$ cat src/rtl/data_bus_bridge.sv
// data_bus_bridge: turns the core's single-cycle data access into a
// request/grant/response transaction on a variable-latency memory bus.
// The core is stalled while the transaction is outstanding. A response
// timeout ends the access with an error instead of hanging the pipeline.
module data_bus_bridge #(
  parameter int          TIMEOUT_CYCLES = 256,
  parameter logic [31:0] ERR_RDATA      = 32'hDEAD_BEEF
) (
  input  logic        clk,
  input  logic        rst,
  input  logic        cpu_en,
  input  logic [3:0]  cpu_wen,
  input  logic [31:0] cpu_addr,
  input  logic [31:0] cpu_wdata,
  output logic [31:0] cpu_rdata,
  output logic        cpu_stall,
  output logic        bus_req,
  output logic        bus_we,
  output logic [3:0]  bus_be,
  output logic [31:0] bus_addr,
  output logic [31:0] bus_wdata,
  input  logic        bus_gnt,
  input  logic        bus_rvalid,
  input  logic [31:0] bus_rdata,
  output logic        bus_err
);

  // Counter is wide enough to hold TIMEOUT_CYCLES; it saturates at all-ones.
  localparam int CNT_W      = (TIMEOUT_CYCLES < 1) ? 1 : $clog2(TIMEOUT_CYCLES + 1);
  localparam int TMO_LAST_I = (TIMEOUT_CYCLES > 0) ? TIMEOUT_CYCLES - 1 : 0;
  localparam logic [CNT_W-1:0] TMO_LAST = CNT_W'(TMO_LAST_I);

  typedef enum logic [1:0] {
    IDLE = 2'd0,
    REQ  = 2'd1,
    RESP = 2'd2,
    DONE = 2'd3
  } state_t;

  state_t           state;
  logic [CNT_W-1:0] tmo_cnt;
  logic             tmo_hit;
  logic             addr_lsb_unused;

  function automatic logic [CNT_W-1:0] sat_inc(input logic [CNT_W-1:0] v);
    return (&v) ? v : v + CNT_W'(1);
  endfunction

  // Alignment is owned by the memory stage; the low address bits are only masked.
  assign addr_lsb_unused = ^cpu_addr[1:0];

  // The current REQ/RESP cycle is the last one allowed (counter holds cycles already spent).
  assign tmo_hit = (TIMEOUT_CYCLES != 0) && (tmo_cnt == TMO_LAST);

  // Stall rises in the same cycle the core presents the access, and drops only in DONE.
  assign cpu_stall = ((state == IDLE) && cpu_en) || (state == REQ) || (state == RESP);

  // Transaction FSM with registered bus outputs, read data and error flag.
  always_ff @(posedge clk or negedge rst) begin
    if (!rst) begin
      state     <= IDLE;
      bus_req   <= 1'b0;
      bus_we    <= 1'b0;
      bus_be    <= 4'h0;
      bus_addr  <= 32'h0;
      bus_wdata <= 32'h0;
      cpu_rdata <= 32'h0;
      bus_err   <= 1'b0;
      tmo_cnt   <= '0;
    end else begin
      case (state)
        IDLE: begin
          if (cpu_en) begin
            bus_addr  <= {cpu_addr[31:2], 2'b00};
            bus_we    <= |cpu_wen;
            bus_be    <= (|cpu_wen) ? cpu_wen : 4'hF;
            bus_wdata <= cpu_wdata;
            bus_err   <= 1'b0;
            tmo_cnt   <= '0;
            bus_req   <= 1'b1;
            state     <= REQ;
          end
        end
        REQ: begin
          tmo_cnt <= sat_inc(tmo_cnt);
          if (tmo_hit) begin
            bus_req <= 1'b0;
            bus_err <= 1'b1;
            if (!bus_we) cpu_rdata <= ERR_RDATA;
            state   <= DONE;
          end else if (bus_gnt) begin
            bus_req <= 1'b0;
            state   <= RESP;
          end
        end
        RESP: begin
          tmo_cnt <= sat_inc(tmo_cnt);
          // A response landing on the timeout cycle still completes normally.
          if (bus_rvalid) begin
            if (!bus_we) cpu_rdata <= bus_rdata;
            state <= DONE;
          end else if (tmo_hit) begin
            bus_err <= 1'b1;
            if (!bus_we) cpu_rdata <= ERR_RDATA;
            state   <= DONE;
          end
        end
        DONE: begin
          // cpu_en is still the old, held request here; never reissue it.
          state <= IDLE;
        end
        default: state <= IDLE;
      endcase
    end
  end

endmodule

$ cat config.mk
export PLATFORM = sky130hd
export DESIGN_NAME = data_bus_bridge
export DESIGN_NICKNAME = d
export VERILOG_FILES = /design/src/rtl/data_bus_bridge.sv
export SDC_FILE = /design/constraint.sdc
export NUM_CORES = 1
export LEC_CHECK = 0
export CAP_MARGIN = 40
export CELL_PAD_IN_SITES_DETAIL_PLACEMENT = 0
export CELL_PAD_IN_SITES_GLOBAL_PLACEMENT = 1
export CORE_MARGIN = 5
export CORE_UTILIZATION = 32
export DETAILED_ROUTE_END_ITERATION = 10
export PLACE_DENSITY_LB_ADDON = 0.1
export SLEW_MARGIN = 40
export SYNTH_ARGS = -nofsm -noshare
export SYNTH_HDL_FRONTEND = slang
export SYNTH_SLANG_ARGS = --single-unit
$ cat constraint.sdc
create_clock -name clk -period 2.7 [get_ports clk]
set_input_delay 0.54 -clock clk [delete_from_list [all_inputs] [get_ports clk]]
set_output_delay 0.54 -clock clk [all_outputs]
set_load 0.01 [all_outputs]
==> out/qor.csv, run 1 <==
stage,metric,value,unit
flow_run,MaxCap Viol Count,0,
clock_network,postcts setup bufs,0,
clock_network,Clock Tree Root,clkbuf_16,
die,# IOs,209,
clock_network,clk slew on worst S/H paths,70,ps
die,Die W,128.8,um
synth,top_reg_cell synth,dfrtp_1,
die,num rows,43,
setup_path,Worst EP arrival,1990,ps
pwr,VDD IR max,0.6042,mV
synth,leading area contributor after synthesis,dfrtp_1,
setup_path,critical path type,flip-flop to output pin,
clock_network,Num CTS Buffers,9,
clock_network,CTS resizes,0,
setup_path,flop2flop setup slack,640,ps
routing,drt wl/cell,17.10,um
layout,fin util,0.5064,
synth,Yosys reg bits,112,
setup_path,largest fanout on the critical path,8,
layout,Area Growth Syn to Fin,55.71,%
global_route,first-pass GRT wire length,18730,um
synth,post-synthesis sequential area ratio,0.6208,
timing,min cycle time layout,2531,ps
synth,Area contributors post-synth,"dfrtp_1, mux2_1, mux2_2, o22a_1, ha_1",
setup_path,R2R depth,8,
layout,Antenna Cells,0,
timing,Slew HR,0.6155,
timing,Max Fclk,0.3952,GHz
setup_path,Reg-to-Reg End,tmo_cnt[3],
routing,Via density,4.647,
timing,Clock Skew,8.754,ps
clock_network,CTS Buffer Depth,2,
synth,Post-Syn Instances,322,
synth,share of Yosys cell area claimed by the top area cell type,0.6208,
routing,drc violations,0,
setup_path,reg2reg start,tmo_cnt[0],
global_route,gr ovfl total,0,
global_route,Total GRT Usage,0.1452,
timing,max-slew violations,0,
global_route,initial antenna violation count,0,
die,Placeable Area,0.01388,sq mm
placement,hpwl dp,9198,um
global_route,largest net degree at the start of global routing,74,
die,Die Ht,128.8,um
layout,layout cell share with drive strength beyond 1,0.1134,
timing,Final Setup Violations,0,
setup_path,Required @ worst endpoint,2160,ps
timing,Worst Max-Slew Pin Slew,574.6,ps
global_route,vias in the first global route,3441,
clock_network,CTS Hold Bufs,0,
timing,Final TNS setup,0,ps
placement,I/O Buffers,204,
routing,detailed router's first-iteration violation count,175,
setup_path,Startpoint Class,flip-flop,
die,die footprint,0.01658,sq mm
synth,Synth Area per Inst,14.02,sq um
synth,Mapped Area,0.004514,sq mm
clock_network,clock tree from TritonCTS,built,
routing,drt pass-1 iters,4,
timing,final critical-path share of the clock period,0.9373,
routing,final WL,12130,um
worst_hold_path,Worst Hold Class,primary input to async pin,
pwr,LEAKAGE,0.002870,uW
layout,Nets,637,
synth,Netlist cell types,37,
die,Initial Util,0.3252,
layout,filler cell count,1214,
synth,asr flop ratio synth,1.000,
setup_path,Setup crit end kind,output pin,
synth,"Warnings, synthesis",0,
timing,final hold violations,0,
timing,RSZ-0062 raised after global routing,no,
run_status,outcome,"finished, final reports clean",
clock_network,H-tree Lvls,3,
clock_network,Skew-Pair Late Insertion Delay,340,ps
pwr,pwr/cell area,1108,mW/mm^2
clock_network,Num Clock Sinks,112,
synth,number of synthesized flops with an enable pin,0,
routing,post-route ant nets,0,
routing,vias,3295,
placement,routability-driven placement congestion ratio,0.7663,
layout make-up:
| class | instances | area (sq um) | share of cell area |
|---|---|---|---|
| flip-flops and latches | 112 | 2803 | 0.3987 |
| repair buffers | 209 | 2102 | 0.2990 |
| clock buffers | 12 | 246.5 | 0.03507 |
| clock inverters | 3 | 42.54 | 0.006052 |
| well taps | 180 | 225.2 | 0.03204 |
| inverters | 4 | 15.01 | 0.002136 |
| multi-input cells | 189 | 1595 | 0.2269 |
where the power goes:
part           internal [uW]  switching (uW)
clock                    739             567
combinational           2120            1470
sequential              2470             409
total                   5330            2450
cells in the final DEF, fill, tap and decap left out, drive strengths merged:
| cell | instances |
|---|---|
| clkbuf | 12 |
| inv | 4 |
| mux2 | 62 |
| clkinvlp | 1 |
| nand3 | 3 |
| nand2 | 14 |
| nor4b | 1 |
| o22a | 24 |
| clkdlybuf4s50 | 203 |
| a21o | 1 |
| nor2 | 16 |
| nor2b | 1 |
| nor3b | 3 |
| o221ai | 1 |
| xnor2 | 6 |
| dfrtp | 112 |
| o21ai | 12 |
| clkinv | 1 |
| or2 | 1 |
| ha | 7 |
| a22o | 8 |
| nor4 | 4 |
| buf | 6 |
| nor3 | 8 |
| bufinv | 1 |
| and2 | 1 |
| nand4 | 1 |
| conb | 2 |
| a22oi | 2 |
| a211oi | 3 |
| mux2i | 1 |
| a21oi | 7 |
synth_stat cells, types with 2 or more instances:
cell	number
a211oi_1	2
a21oi_1	6
a22o_1	8
a22oi_1	2
buf_2	12
buf_4	2
buf_6	3
dfrtp_1	112
ha_1	7
inv_1	4
mux2_1	32
mux2_2	30
nand2_1	14
nand3_1	3
nor2_1	15
nor3_1	8
nor3b_1	2
nor4_2	3
o21ai_0	11
o22a_1	24
xnor2_1	6
worst max-delay path by stage:
stage	from	to	cells after the start
5_1_grt	state[0]	cpu_stall	5
6_report	state[0]	cpu_stall	5
3_5_place_dp	cpu_en	cpu_stall	4
2_1_floorplan	tmo_cnt[0]	tmo_cnt[4]	10
3_3_place_gp	cpu_en	cpu_stall	4
4_1_cts	state[0]	cpu_stall	5
per-stage QoR:
stage / hold slack, ps / std cells / total power [uW] / area [sq um] / worst slack (ps)
finish: 171.6 / 709 / 7785 / 7029 / 169.4
detailed placement: 473.2 / 694 / 6596 / 6740 / 394.4
CTS: 188.2 / 709 / 7928 / 7029 / 143.4
global route: 210.3 / 709 / 8290 / 7029 / 72.33
global placement: 464.0 / 694 / 6504 / 6740 / 401.2
floorplan: 244.4 / 323 / 4522 / 4518 / 789.5
flip-flops by register name, indices dropped and copies added (netlist names):
register,cells
bus_wdata,32
bus_req,1
bus_be,4
tmo_cnt,9
bus_we,1
bus_addr,30
state,2
cpu_rdata,32
bus_err,1
critical path: stages, from the launching register on:
cell and delay [ps]:
dfrtp_1 380, inv_1 120, ha_1 450, nand2_4 90, nand2_1 80, clkdlybuf4s50_1 530
layer usage:
layer,vias up,part of all wire,GRT usage
li1,1553,-,-
met1,1625,0.42,0.1826
met2,104,0.51,0.2457
met3,13,0.059,0.03404
met4,0,0.015,0.05003
met5,-,0,0
cell families after synthesis:
family	after synthesis	synth area share
compound gates	58	0.09700
mux	63	0.1596
other cells	1	0.0008307
flops	112	0.6208
xor+xnor	6	0.01164
buf+inv	22	0.02827
fa+ha+maj	7	0.01940
simple gates	53	0.06236
Note: power is estimated with default switching activity, not from simulation.
==> inputs of run 2 (changes only) <==
--- a/config.mk
+++ b/config.mk
@@ -12,6 +12,7 @@
 export CORE_UTILIZATION = 32
 export DETAILED_ROUTE_END_ITERATION = 10
 export PLACE_DENSITY_LB_ADDON = 0.1
+export SETUP_SLACK_MARGIN = 0.15
 export SLEW_MARGIN = 40
 export SYNTH_ARGS = -nofsm -noshare
 export SYNTH_HDL_FRONTEND = slang
==> run 2 against run 1 <==
Cell count unchanged. Critical path depth did not move. Clock skew unchanged. Combinational power hardly changed. Largest power group unchanged. Clock power about the same. Global-route usage is the same. Non-clock buffer count unchanged. First-iteration DRC count stayed put. Register-to-register slack about the same. Setup slack gained 130 ps.
==> out/qor.csv, run 2 (same netlist as run 1, synthesis figures left out) <==
stage,metric,value,unit,change
layout,biggest regs,"bus_wdata (32), cpu_rdata (32), bus_addr (30)",,unchanged
routing,vias,3295,,unchanged
clock_network,Num CTS Buffers,9,,unchanged
setup_path,Worst EP arrival,1870,ps,was 1990 ps
flow_run,MaxCap Viol Count,0,,unchanged
layout,Register Area,0.002803,sq mm,unchanged
routing,detailed router's first-iteration violation count,175,,unchanged
timing,Final Setup Violations,0,,unchanged
layout,Antenna Cells,0,,unchanged
timing,Hold WS,171.6,ps,unchanged
timing,Slew HR,0.6154,,was 0.6155
placement,I/O Buffers,204,,unchanged
timing,final hold violations,0,,unchanged
routing,final WL,12120,um,was 12130 um
layout,filler cell count,1215,,was 1214
pwr,switching part of the total,0.3144,,was 0.3148
die,die footprint,0.01658,sq mm,unchanged
setup_path,Setup crit end kind,output pin,,unchanged
global_route,largest net degree at the start of global routing,74,,unchanged
die,num rows,43,,unchanged
layout,Nets,637,,unchanged
pwr,pwr/cell area,1108,mW/mm^2,about the same
clock_network,CTS Hold Bufs,0,,unchanged
layout,Multi-input gate area,0.001598,sq mm,was 0.001595 sq mm
pwr,combinational share of power,0.463,,was 0.462
clock_network,Skew-Pair Late Insertion Delay,340,ps,about the same
global_route,gr ovfl total,0,,unchanged
clock_network,H-tree Lvls,3,,unchanged
pwr,LEAKAGE,0.002869,uW,was 0.002870 uW
layout,"commonest non-fill, non-tap cell in the layout",clkdlybuf4s50_1,,unchanged
setup_path,crit-path max cell delay,530,ps,about the same
timing,Max Fclk,0.4158,GHz,was 0.3952 GHz
routing,drt pass-1 iters,4,,unchanged
die,Die W,128.8,um,unchanged
die,Placeable Area,0.01388,sq mm,unchanged
global_route,first-pass GRT wire length,18730,um,unchanged
pwr,Pint,5342,uW,was 5335 uW
global_route,vias in the first global route,3441,,unchanged
pwr,P_sw,2450,uW,about the same
clock_network,Num Clock Sinks,112,,unchanged
pwr,clock share of power,0.168,,about the same
pwr,sequential power share,0.370,,about the same
timing,max-slew violations,0,,unchanged
timing,min cycle time layout,2405,ps,was 2531 ps
clock_network,CTS resizes,1,,was 0
clock_network,CTS Buffer Depth,2,,unchanged
setup_path,Required @ worst endpoint,2160,ps,about the same
worst_hold_path,Worst Hold Class,primary input to async pin,,unchanged
setup_path,cells along the critical path,inv_1 > ha_2 > nand2_4 > nand2_1 > clkdlybuf4s50_1,,was inv_1 > ha_1 > nand2_4 > nand2_1 > clkdlybuf4s50_1
run_status,outcome,"finished, final reports clean",,unchanged
layout,Area Growth Syn to Fin,55.76,%,was 55.71%
global_route,initial antenna violation count,0,,unchanged
timing,final critical-path share of the clock period,0.8908,,was 0.9373
timing,Clock Skew,8.754,ps,unchanged
timing,RSZ-0062 raised after global routing,no,,unchanged
clock_network,Clock Tree Root,clkbuf_16,,unchanged
clock_network,clk slew on worst S/H paths,70,ps,about the same
die,Die Ht,128.8,um,unchanged
pwr,total power,7791,uW,was 7785 uW
die,Initial Util,0.3252,,unchanged
setup_path,largest fanout on the critical path,8,,unchanged
setup_path,Startpoint Class,flip-flop,,unchanged
placement,routability-driven placement congestion ratio,0.7663,,unchanged
routing,post-route ant nets,0,,unchanged
setup_path,slowest stage cell on the critical path,clkdlybuf4s50_1,,unchanged
timing,Worst Max-Slew Pin Slew,574.8,ps,was 574.6 ps
setup_path,critical path type,flip-flop to output pin,,unchanged
clock_network,clock tree from TritonCTS,built,,unchanged
timing,Final TNS setup,0,ps,unchanged
layout,"commonest cells after routing, fill and taps aside","clkdlybuf4s50_1, dfrtp_1, mux2_1",,unchanged
global_route,Total GRT Usage,0.1452,,unchanged
routing,drt wl/cell,17.09,um,was 17.10 um
routing,Via density,4.647,,unchanged
layout,layout cell share with drive strength beyond 1,0.1153,,was 0.1134
placement,hpwl dp,9198,um,unchanged
routing,drc violations,0,,unchanged
clock_network,postcts setup bufs,0,,unchanged
die,# IOs,209,,unchanged
pwr,VDD IR max,0.6043,mV,was 0.6042 mV
## run 2: path summary, 6_finish.rpt
check,startpoint,endpoint,slack (ps),cells after the start
worst max-delay path,state[0],cpu_stall,290,5
worst min-delay path,rst,bus_wdata[21],170,1
worst max register to register,tmo_cnt[0],tmo_cnt[3],640,8
worst min register to register,bus_be[3],bus_be[3],480,2
max in group asynchronous,rst,bus_wdata[8],1770,2
min in group clk,bus_be[3],bus_be[3],480,2
## run 2: layer usage
metal / up-vias / GRT usage / part of all wire
met5: - / 0 / 0
met4: 0 / 0.05003 / 0.015
met3: 13 / 0.03404 / 0.060
met2: 106 / 0.2457 / 0.51
met1: 1622 / 0.1826 / 0.42
li1: 1554 / - / -
## run 2: area by class of cell
type / instances / area share
clock buffer: 12 / 0.03505
sequential: 112 / 0.3986
inverter: 4 / 0.002135
multi-input combinational: 189 / 0.2272
tap: 180 / 0.03203
timing repair buffer: 209 / 0.2989
clock inverter: 3 / 0.006050
## run 2: through the flow
stage          std cells  worst slack (ps)  utilization  area (sq um)
2_1_floorplan        323             789.5            -          4518
3_3_place_gp         694             401.2       0.4856          6740
3_5_place_dp         694             394.4       0.4856          6740
4_1_cts              709             265.5       0.5066          7032
5_1_grt              709             207.3       0.5066          7032
6_report             709             294.8       0.5066          7032
## run 2: worst max-delay path, delay by kind of cell, from the launching register on
kind	cells	cell delay, ps
flip-flops	1	380
adder cells (fa/ha/maj)	1	340
buffers and inverters	2	650
AND/OR/NAND/NOR	2	140
## run 2: power groups by stage
stage	sequential, uW	combinational, uW	clock [uW]
finish	2880	3610	1310
global placement	2880	3620	0
detailed placement	2920	3670	0
floorplan	3250	1270	0
CTS	2890	3690	1360
global route	2990	3880	1420
